$ cat src/rtl/uart_rx_buffer_pkg.sv
// Shared UART receive definitions: frame geometry and receiver FSM state encodings.
package uart_rx_buffer_pkg;

   localparam int UART_DATA_BITS = 8;
   localparam int OVERSAMPLE     = 4;

   typedef logic [2:0] rx_state_t;

   localparam logic [2:0] ST_IDLE      = 3'd0;
   localparam logic [2:0] ST_START     = 3'd1;
   localparam logic [2:0] ST_DATA      = 3'd2;
   localparam logic [2:0] ST_STOP      = 3'd3;
   localparam logic [2:0] ST_WAIT_IDLE = 3'd4;

endpackage

$ cat src/rtl/generic_ram.sv
// Simple dual-port RAM: one write port, one registered read port (read-before-write on collision).
module generic_ram #(
   parameter int ADDR_WIDTH = 8,
   parameter int DATA_WIDTH = 8
) (
   input  logic                  clk,
   input  logic                  reset,
   input  logic                  wr_en,
   input  logic [ADDR_WIDTH-1:0] wr_addr,
   input  logic [DATA_WIDTH-1:0] wr_data,
   input  logic                  rd_en,
   input  logic [ADDR_WIDTH-1:0] rd_addr,
   output logic [DATA_WIDTH-1:0] rd_data
);

   logic [DATA_WIDTH-1:0] r_mem [2**ADDR_WIDTH];
   logic [DATA_WIDTH-1:0] r_rd_data;

   always_ff @(posedge clk) begin
      if (wr_en) r_mem[wr_addr] <= wr_data;
   end

   always_ff @(posedge clk or posedge reset) begin
      if (reset)      r_rd_data <= '0;
      else if (rd_en) r_rd_data <= r_mem[rd_addr];
   end

   assign rd_data = r_rd_data;

endmodule

$ cat src/rtl/uart_rx_core.sv
// 8N1 receiver: input synchroniser, x4-oversampled frame FSM and LSB-first shift register.
// state        | meaning
// ST_IDLE      | line idle, waiting for a low on rx_s
// ST_START     | confirming start bit at its midpoint
// ST_DATA      | sampling 8 data bits, one per 4 ticks
// ST_STOP      | sampling stop bit; good -> strobe byte, low -> frame error
// ST_WAIT_IDLE | after a bad stop, wait for the line to return high
module uart_rx_core
   import uart_rx_buffer_pkg::*;
#(
   parameter int SYNC_STAGES = 2
) (
   input  logic                      clk,
   input  logic                      reset,
   input  logic                      baud_x4,
   input  logic                      serial_rx,
   output logic [UART_DATA_BITS-1:0] rx_byte,
   output logic                      byte_strobe,
   output logic                      frame_err_pulse
);

   localparam logic [1:0] MID_START = 2'(OVERSAMPLE / 2 - 1);
   localparam logic [1:0] LAST_TICK = 2'(OVERSAMPLE - 1);
   localparam logic [2:0] LAST_BIT  = 3'(UART_DATA_BITS - 1);

   logic [SYNC_STAGES-1:0]    r_sync;
   logic                      w_rx_s;
   rx_state_t                 r_state;
   logic [1:0]                r_tick;
   logic [2:0]                r_bit;
   logic [UART_DATA_BITS-1:0] r_shift;
   logic                      r_strobe;
   logic                      r_ferr;

   always_ff @(posedge clk or posedge reset) begin
      if (reset) r_sync <= '1;
      else       r_sync <= {r_sync[SYNC_STAGES-2:0], serial_rx};
   end

   assign w_rx_s = r_sync[SYNC_STAGES-1];

   always_ff @(posedge clk or posedge reset) begin
      if (reset) begin
         r_state  <= ST_IDLE;
         r_tick   <= '0;
         r_bit    <= '0;
         r_shift  <= '0;
         r_strobe <= 1'b0;
         r_ferr   <= 1'b0;
      end else begin
         r_strobe <= 1'b0;
         r_ferr   <= 1'b0;
         if (baud_x4) begin
            r_tick <= r_tick + 2'd1;
            case (r_state)
               ST_IDLE: begin
                  if (!w_rx_s) begin
                     r_state <= ST_START;
                     r_tick  <= '0;
                  end
               end
               ST_START: begin
                  if (r_tick == MID_START) begin
                     r_tick <= '0;
                     if (w_rx_s) begin
                        r_state <= ST_IDLE;
                     end else begin
                        r_state <= ST_DATA;
                        r_bit   <= '0;
                     end
                  end
               end
               ST_DATA: begin
                  // tick counter wraps to 0 here, so the next bit is again 4 ticks away
                  if (r_tick == LAST_TICK) begin
                     r_shift <= {w_rx_s, r_shift[UART_DATA_BITS-1:1]};
                     r_bit   <= r_bit + 3'd1;
                     if (r_bit == LAST_BIT) r_state <= ST_STOP;
                  end
               end
               ST_STOP: begin
                  if (r_tick == LAST_TICK) begin
                     if (w_rx_s) begin
                        r_strobe <= 1'b1;
                        r_state  <= ST_IDLE;
                     end else begin
                        r_ferr   <= 1'b1;
                        r_state  <= ST_WAIT_IDLE;
                     end
                  end
               end
               ST_WAIT_IDLE: begin
                  if (w_rx_s) r_state <= ST_IDLE;
               end
               default: r_state <= ST_IDLE;
            endcase
         end
      end
   end

   assign rx_byte         = r_shift;
   assign byte_strobe     = r_strobe;
   assign frame_err_pulse = r_ferr;

endmodule

$ cat src/rtl/uart_rx_buffer.sv
// UART receive path with RAM FIFO: received bytes are queued until popped by rd_strobe.
module uart_rx_buffer
   import uart_rx_buffer_pkg::*;
#(
   parameter int ADDR_WIDTH  = 8,
   parameter int SYNC_STAGES = 2
) (
   input  logic                      clk,
   input  logic                      reset,
   input  logic                      baud_x4,
   input  logic                      serial_rx,
   input  logic                      rd_strobe,
   output logic [UART_DATA_BITS-1:0] rd_data,
   output logic                      rd_valid,
   output logic                      empty,
   output logic                      full,
   output logic [ADDR_WIDTH:0]       count,
   input  logic                      clear_errors,
   output logic                      overflow,
   output logic                      frame_err
);

   localparam logic [ADDR_WIDTH:0]   DEPTH   = {1'b1, {ADDR_WIDTH{1'b0}}};
   localparam logic [ADDR_WIDTH:0]   CNT_ONE = (ADDR_WIDTH+1)'(1);
   localparam logic [ADDR_WIDTH-1:0] PTR_ONE = ADDR_WIDTH'(1);

   logic [UART_DATA_BITS-1:0] w_rx_byte;
   logic                      w_byte_strobe;
   logic                      w_frame_err_pulse;
   logic                      w_pop;
   logic                      w_push;
   logic                      w_drop;
   logic [ADDR_WIDTH:0]       w_count_nxt;

   logic [ADDR_WIDTH-1:0]     r_wptr;
   logic [ADDR_WIDTH-1:0]     r_rptr;
   logic [ADDR_WIDTH:0]       r_count;
   logic                      r_empty;
   logic                      r_full;
   logic                      r_rd_valid;
   logic                      r_overflow;
   logic                      r_frame_err;

   uart_rx_core #(.SYNC_STAGES(SYNC_STAGES)) u_core (
      .clk             (clk),
      .reset           (reset),
      .baud_x4         (baud_x4),
      .serial_rx       (serial_rx),
      .rx_byte         (w_rx_byte),
      .byte_strobe     (w_byte_strobe),
      .frame_err_pulse (w_frame_err_pulse)
   );

   // a pop in the same cycle frees the slot a push into a full FIFO needs
   assign w_pop  = rd_strobe & ~r_empty;
   assign w_push = w_byte_strobe & (~r_full | w_pop);
   assign w_drop = w_byte_strobe & r_full & ~w_pop;

   always_comb begin
      w_count_nxt = r_count;
      if (w_push && !w_pop)      w_count_nxt = r_count + CNT_ONE;
      else if (!w_push && w_pop) w_count_nxt = r_count - CNT_ONE;
   end

   always_ff @(posedge clk or posedge reset) begin
      if (reset) begin
         r_wptr      <= '0;
         r_rptr      <= '0;
         r_count     <= '0;
         r_empty     <= 1'b1;
         r_full      <= 1'b0;
         r_rd_valid  <= 1'b0;
         r_overflow  <= 1'b0;
         r_frame_err <= 1'b0;
      end else begin
         if (w_push) r_wptr <= r_wptr + PTR_ONE;
         if (w_pop)  r_rptr <= r_rptr + PTR_ONE;
         r_count    <= w_count_nxt;
         r_empty    <= (w_count_nxt == '0);
         r_full     <= (w_count_nxt == DEPTH);
         r_rd_valid <= w_pop;
         if (w_drop)            r_overflow <= 1'b1;
         else if (clear_errors) r_overflow <= 1'b0;
         if (w_frame_err_pulse) r_frame_err <= 1'b1;
         else if (clear_errors) r_frame_err <= 1'b0;
      end
   end

   generic_ram #(.ADDR_WIDTH(ADDR_WIDTH), .DATA_WIDTH(UART_DATA_BITS)) u_ram (
      .clk     (clk),
      .reset   (reset),
      .wr_en   (w_push),
      .wr_addr (r_wptr),
      .wr_data (w_rx_byte),
      .rd_en   (w_pop),
      .rd_addr (r_rptr),
      .rd_data (rd_data)
   );

   assign rd_valid  = r_rd_valid;
   assign empty     = r_empty;
   assign full      = r_full;
   assign count     = r_count;
   assign overflow  = r_overflow;
   assign frame_err = r_frame_err;

endmodule
$ cat config.mk
export PLATFORM = sky130hd
export DESIGN_NAME = uart_rx_buffer
export DESIGN_NICKNAME = d
export VERILOG_FILES = /design/src/rtl/uart_rx_buffer_pkg.sv /design/src/rtl/generic_ram.sv /design/src/rtl/uart_rx_core.sv /design/src/rtl/uart_rx_buffer.sv
export SDC_FILE = /design/constraint.sdc
export NUM_CORES = 2
export LEC_CHECK = 0
export CAP_MARGIN = 10
export CELL_PAD_IN_SITES_DETAIL_PLACEMENT = 1
export CELL_PAD_IN_SITES_GLOBAL_PLACEMENT = 1
export CORE_MARGIN = 3
export CORE_UTILIZATION = 40
export DETAILED_ROUTE_END_ITERATION = 10
export PLACE_DENSITY_LB_ADDON = 0.1
export SYNTH_ARGS = -nofsm -noshare
export SYNTH_HDL_FRONTEND = slang
export SYNTH_HIERARCHICAL = 1
export SYNTH_SLANG_ARGS = --single-unit
export TNS_END_PERCENT = 1
$ cat constraint.sdc
create_clock -name clk -period 8.2 [get_ports clk]
set_input_delay 0.82 -clock clk [delete_from_list [all_inputs] [get_ports clk]]
set_output_delay 0.82 -clock clk [all_outputs]
set_load 0.1 [all_outputs]
# ---- Word-level counts from Yosys, hierarchy flattened
# Memory sizes are Yosys's and may differ from the RTL's. A register that Yosys moved wholly into a read port is not among the register bits.
# Cells that the tools add are included.
dict set report totals {
  register_bits 50
  latchBits 0
  ram_bits 2048
  mem_bits_ro 0
  inputBits 6
  elab_cells 88
  memories 1
}
# name words word_bits rd rd_ports_with_merged_regs write_ports line_no
set mem_list {}
lappend mem_list {u_ram.r_mem 256 8 1 1 1 generic_ram.sv:16} ;# logic [DATA_WIDTH-1:0] r_mem [2**ADDR_WIDTH];
dict set report classes {
  n_addsub 6
  mul 0
  div_mod_pow 0
  magnitude_cmp 0
  n_eq_ne 15
  shifts 0
  muxes 31
  n_bitwise 8
  n_reduce_logical 12
}
# operator count
set op_table {}
lappend op_table {{$mux 3} 10}
lappend op_table {{$mux 9} 2}
lappend op_table {{$add 8x1->8 const B} 2}
lappend op_table {{$pmux 3 s5} 1}
lappend op_table {{$mux 1} 13}
lappend op_table {{$ne 2x1->1 const B} 5}
lappend op_table {{$add 9x1->9 const B} 1}
lappend op_table {{$eq 9x9->1 const B} 1}
lappend op_table {{$logic_not 9->1} 1}
lappend op_table {{$sub 9x1->9 const B} 1}
lappend op_table {{$reduce_and 7->1} 1}
lappend op_table {{$eq 3x2->1 const B} 2}
lappend op_table {{$eq 3x3->1 const B} 2}
lappend op_table {{$mux 2} 3}
lappend op_table {{$pmux 3 s2} 1}
lappend op_table {{$reduce_bool 2->1} 3}
lappend op_table {{$reduce_and 5->1} 1}
lappend op_table {{$and 1x1->1} 4}
lappend op_table {{$ne 2x2->1 const B} 2}
lappend op_table {{$pmux 2 s2} 1}
lappend op_table {{$add 3x1->3 const B} 1}
lappend op_table {{$eq 3x1->1 const B} 1}
lappend op_table {{$logic_not 3->1} 1}
lappend op_table {{$not 1->1} 3}
lappend op_table {{other kinds (7)} 9}

# ---- Depth between registers and ports, before layout
dict set report logic_depth {
  ltp_word 9
  depth_mapped 13
  mapped_depth_nobuf 9
}

# ---- Modules after synthesis
# Netlist, hierarchy kept.
# mod instances cells_each area_each_um2 seq_area_each_um2
set modules_own_cells {}
lappend modules_own_cells {generic_ram 1 3933 80209.4 61699.2}
lappend modules_own_cells {uart_rx_buffer 1 138 1507.7 752.0}
lappend modules_own_cells {uart_rx_core 1 76 977.2 503.0}

# ---- Worst setup path after synthesis
# Ideal clock, no wire load.
dict set report synth_timing {
  kind {register to register}
  startpoint {register u_core.r_shift[1] (netlist: u_core/rx_byte[1])}
  endpoint {memory u_ram.r_mem[0][1], data pin}
  t_arrival_ns 3.198
  t_required_ns 7.393
  path_slack_ns 4.196
  path_stages_with_launch 1
  path_buffers 0
  path_cell_list {dfrtp_1}
}
# element line_no
set synth_lines {}
lappend synth_lines {{from (decl)} uart_rx_core.sv:31} ;# logic [UART_DATA_BITS-1:0] r_shift;
lappend synth_lines {{from (signal assigned)} uart_rx_core.sv:76} ;# r_shift <= {w_rx_s, r_shift[UART_DATA_BITS-1:1]};
lappend synth_lines {{to (decl)} generic_ram.sv:16}
# No word-level cell before the write port.

==> results.md <==
- Status: complete, no violations
- First DRT Iteration DRCs: 4,211
- Leakage power: 0.0289 uW
- Share of synthesized flip-flops with an asynchronous set or reset: 0.0275
- Rel. slew slack: 0.110
- Class of the worst hold path: reg -> reg
- DRT Pass-1 Iters: 5
- Worst hold endpoint: u_core/r_sync[1]
- Largest net degree at the start of global routing: around 200
- Seq/Total Area, Yosys: 0.761
- Clock transition at the registers of the reported paths: 0.06 ns
- CTS root buffer: clkbuf_16
- Routability congestion estimate: between 0.8 and 0.9
- Pwr/cell area: 307 nW/um^2
- Core area: slightly above 200,000 um^2
- Global-route wire length before repair: 345,000 um
- Setup TNS: 0 ns
- Vias per std cell: 5.92
- Crit. End Element: register
- Synth unique cells: 85
- Crit Path Class: reg -> reg
- DIE WIDTH: 461 um
- Clock Skew: 0.0318 ns
- Cts bufs inserted: 224
- RSZ-0062 raised after global routing: false
- Clock buffer depth: 3
- CP Data Required Time: 9.00 ns
- Synth Area per Inst: roughly 20 um^2
- Worst hold start: u_core/r_sync[0]
- Finish-stage setup viols: 0
- Post-synth EDFFs: 2,048
- Max Transition Viols Final: 0
- H-Tree Depth: 4
- GRT Overall Usage: 0.230
- Cell taking the most area after synthesis: edfxtp_1
- Max-cap violations: 0
- Die Span Y: 461 um
- CP startpoint kind: register
- Die area: 212,000 um^2
- Share of the synthesized area in the top cell type: 0.744
- CTS Hold Bufs: 0
- Routed Antenna Nets: 0
- Register bit count reported by yosys: 2,106
- Hold-critical path depth: 0
- Worst R2R End: u_ram/rd_data[4]
- Layout cells sized above 1: 0.183
- Synth Flop Type: edfxtp_1
- Starting Density: 0.403
- Routed wire length: 245,000 um
- Final worst-path cycle share: 0.588
- VDD IR-drop max: between 0.3 and 0.4 mV
- Hold Vio Cnt, Final: 0
- R2R cell count: 9
- Syn Nets: 4,162
- Io pins: 28
- Resize count post-CTS: 0
- Via count: 42,300
- Mapped Cells: 4,147
- Post-synthesis cell area: 82,700 um^2
- Least-Margin Pin Slew: 1.33 ns
- Worst r2r src: r_rptr[4]
- Fmax: 0.208 GHz
- # rows: 166
- Setup slack, reg-to-reg: 3.38 ns
- Port Buffers: 27
- Number of global-route vias before repair: ~43,000
- TritonCTS clock tree: done
- Postcts setup bufs: 0
- Layout Area Growth over Synthesis: 12.3%
- Area contributors post-synth: edfxtp_1 74%, mux4_2 9.4%, mux2i_1 3.6%
- Final nets: 4,276
- Arr. time, crit path: 5.62 ns
- Yosys warning count: 6
- Hold WS: between 0.3 and 0.4 ns
- Max FO, Critical Path: 36
- Fin crit period: 4.82 ns
- Skew-Pair Late Insertion Delay: 0.87 ns
- Initial antenna violation count: 11
- Post-detail-place hpwl: 152,000 um
- TritonCTS Sinks: 2,106
- Residual DRC: 0
- Wire per inst: 34.2 um
- Congestion Overflow GR: 0
==> cells by family (layout without fill, tap and decap cells) <==
kind of cell	count (synthesis)	after routing	share of synthesized area
adders and majority gates	9	9	0.00136
xor gates and xnor gates	22	22	0.00233
other	0	3	0
buffers and inverters	265	571	0.0220
muxes	683	683	0.141
DFF	2106	2106	0.761
AOI/OAI and AO/OA	468	468	0.0394
and+or+nand+nor	594	594	0.0325
==> sequential cells by signal (all words and copies together), names as in the netlist, 2 cells and up <==
signal and cells:
u_core/r_tick 2, u_ram/r_mem 2048, u_ram/rd_data 8, u_core/r_sync 2, u_core/r_bit 3, u_core/r_state 3, u_core/rx_byte 8, r_rptr 8
count 9, r_wptr 8
==> layer usage <==
metal	track usage	routed length, um
met1	0.342	112000
met2	0.358	115000
met3	0.0339	13100
met4	0.0562	5160
met5	0	0
==> power breakdown <==
group / leakage (uW) / switching (uW) / internal (uW)
sequential: 0.0192 / 391 / 11900
combinational: 0.00620 / 4270 / 2030
clock: 0.00347 / 4300 / 5600
==> critical path: stages (launching register included) <==
cell,delay (ns)
dfrtp_4,0.91
buf_4,0.63
nand3b_1,0.66
buf_4,0.48
o22ai_1,0.20
nor3_1,0.13
a31oi_1,0.36
nand2_1,0.18
nor4_1,0.95
a211o_1,0.19
==> cell type report <==
cell class | count | area (um^2)
flip-flops and latches | 2106 | 63000
repair buffers | 138 | 1250
clock inverters | 135 | 1320
fillers | 18700 | 112000
well taps | 2688 | 3360
diodes | 3 | 7.51
inverters | 15 | 58.8
clock buffers | 283 | 5850
multi-input cells | 1776 | 18000
==> stage by stage <==
stage | total power, uW | setup slack (ns) | cells | instance area [um^2] | util
2_1_floorplan | 16800 | 4.20 | 4147 | 82700 | -
3_3_place_gp | 18900 | 3.25 | 6716 | 85600 | 0.417
3_5_place_dp | 18900 | 3.52 | 6719 | 85600 | 0.418
4_1_cts | 28800 | 3.52 | 7137 | 92800 | 0.453
5_1_grt | 29500 | 3.32 | 7142 | 92800 | 0.453
6_report | 28500 | 3.38 | 7144 | 92800 | 0.453
==> cells in the mapped netlist, types with 7 or more instances <==
cell type / number
a211oi_1: 56
nor2_1: 301
buf_2: 50
edfxtp_1: 2048
nor4_1: 11
buf_1: 8
mux4_2: 346
nand3_1: 50
nor3_1: 27
a2111oi_0: 12
inv_1: 14
a22oi_1: 80
dfrtp_1: 55
buf_6: 47
o21ai_0: 42
o22ai_1: 120
a31oi_1: 12
nand2_1: 110
a21oi_1: 50
nor2b_1: 11
buf_12: 10
mux2_4: 7
mux4_1: 29
mux2i_1: 297
clkbuf_1: 104
nand2b_1: 10
nand4_1: 27
buf_8: 17
xnor2_1: 15
ha_1: 9
o221ai_1: 49
a211o_1: 7
buf_4: 13
xor2_1: 7
==> layout by cell type, fill, tap and decap left out, types with 29 or more instances in the layout <==
cell	synthesis	final
edfxtp_1	2048	2048
o221ai_1	49	49
nand2_1	110	109
mux2i_1	297	297
o22ai_1	120	120
o21ai_0	42	42
a211oi_1	56	56
a21oi_1	50	50
a22oi_1	80	80
nor2_1	301	299
buf_4	13	97
nand3_1	50	49
mux4_2	346	346
clkbuf_16	0	225
clkinv_1	0	55
dfrtp_1	55	43
clkbuf_1	104	58
clkinv_2	0	40
mux4_1	29	29
==> worst max path at each step <==
| stage | start | end | slack [ns] | depth (start not counted) |
|---|---|---|---|---|
| finish | r_rptr[4] | u_ram/rd_data[4] | 3.38 | 9 |
| global route | r_rptr[4] | u_ram/rd_data[4] | 3.32 | 9 |
| CTS | r_rptr[4] | u_ram/rd_data[4] | 3.52 | 9 |
| detailed placement | r_rptr[4] | u_ram/rd_data[4] | 3.52 | 9 |
| global placement | r_rptr[2] | u_ram/rd_data[5] | 3.25 | 7 |
| floorplan | u_core/rx_byte[1] | u_ram/r_mem[0][1] | 4.20 | 0 |
Note: power is estimated with default switching activity, not from simulation.
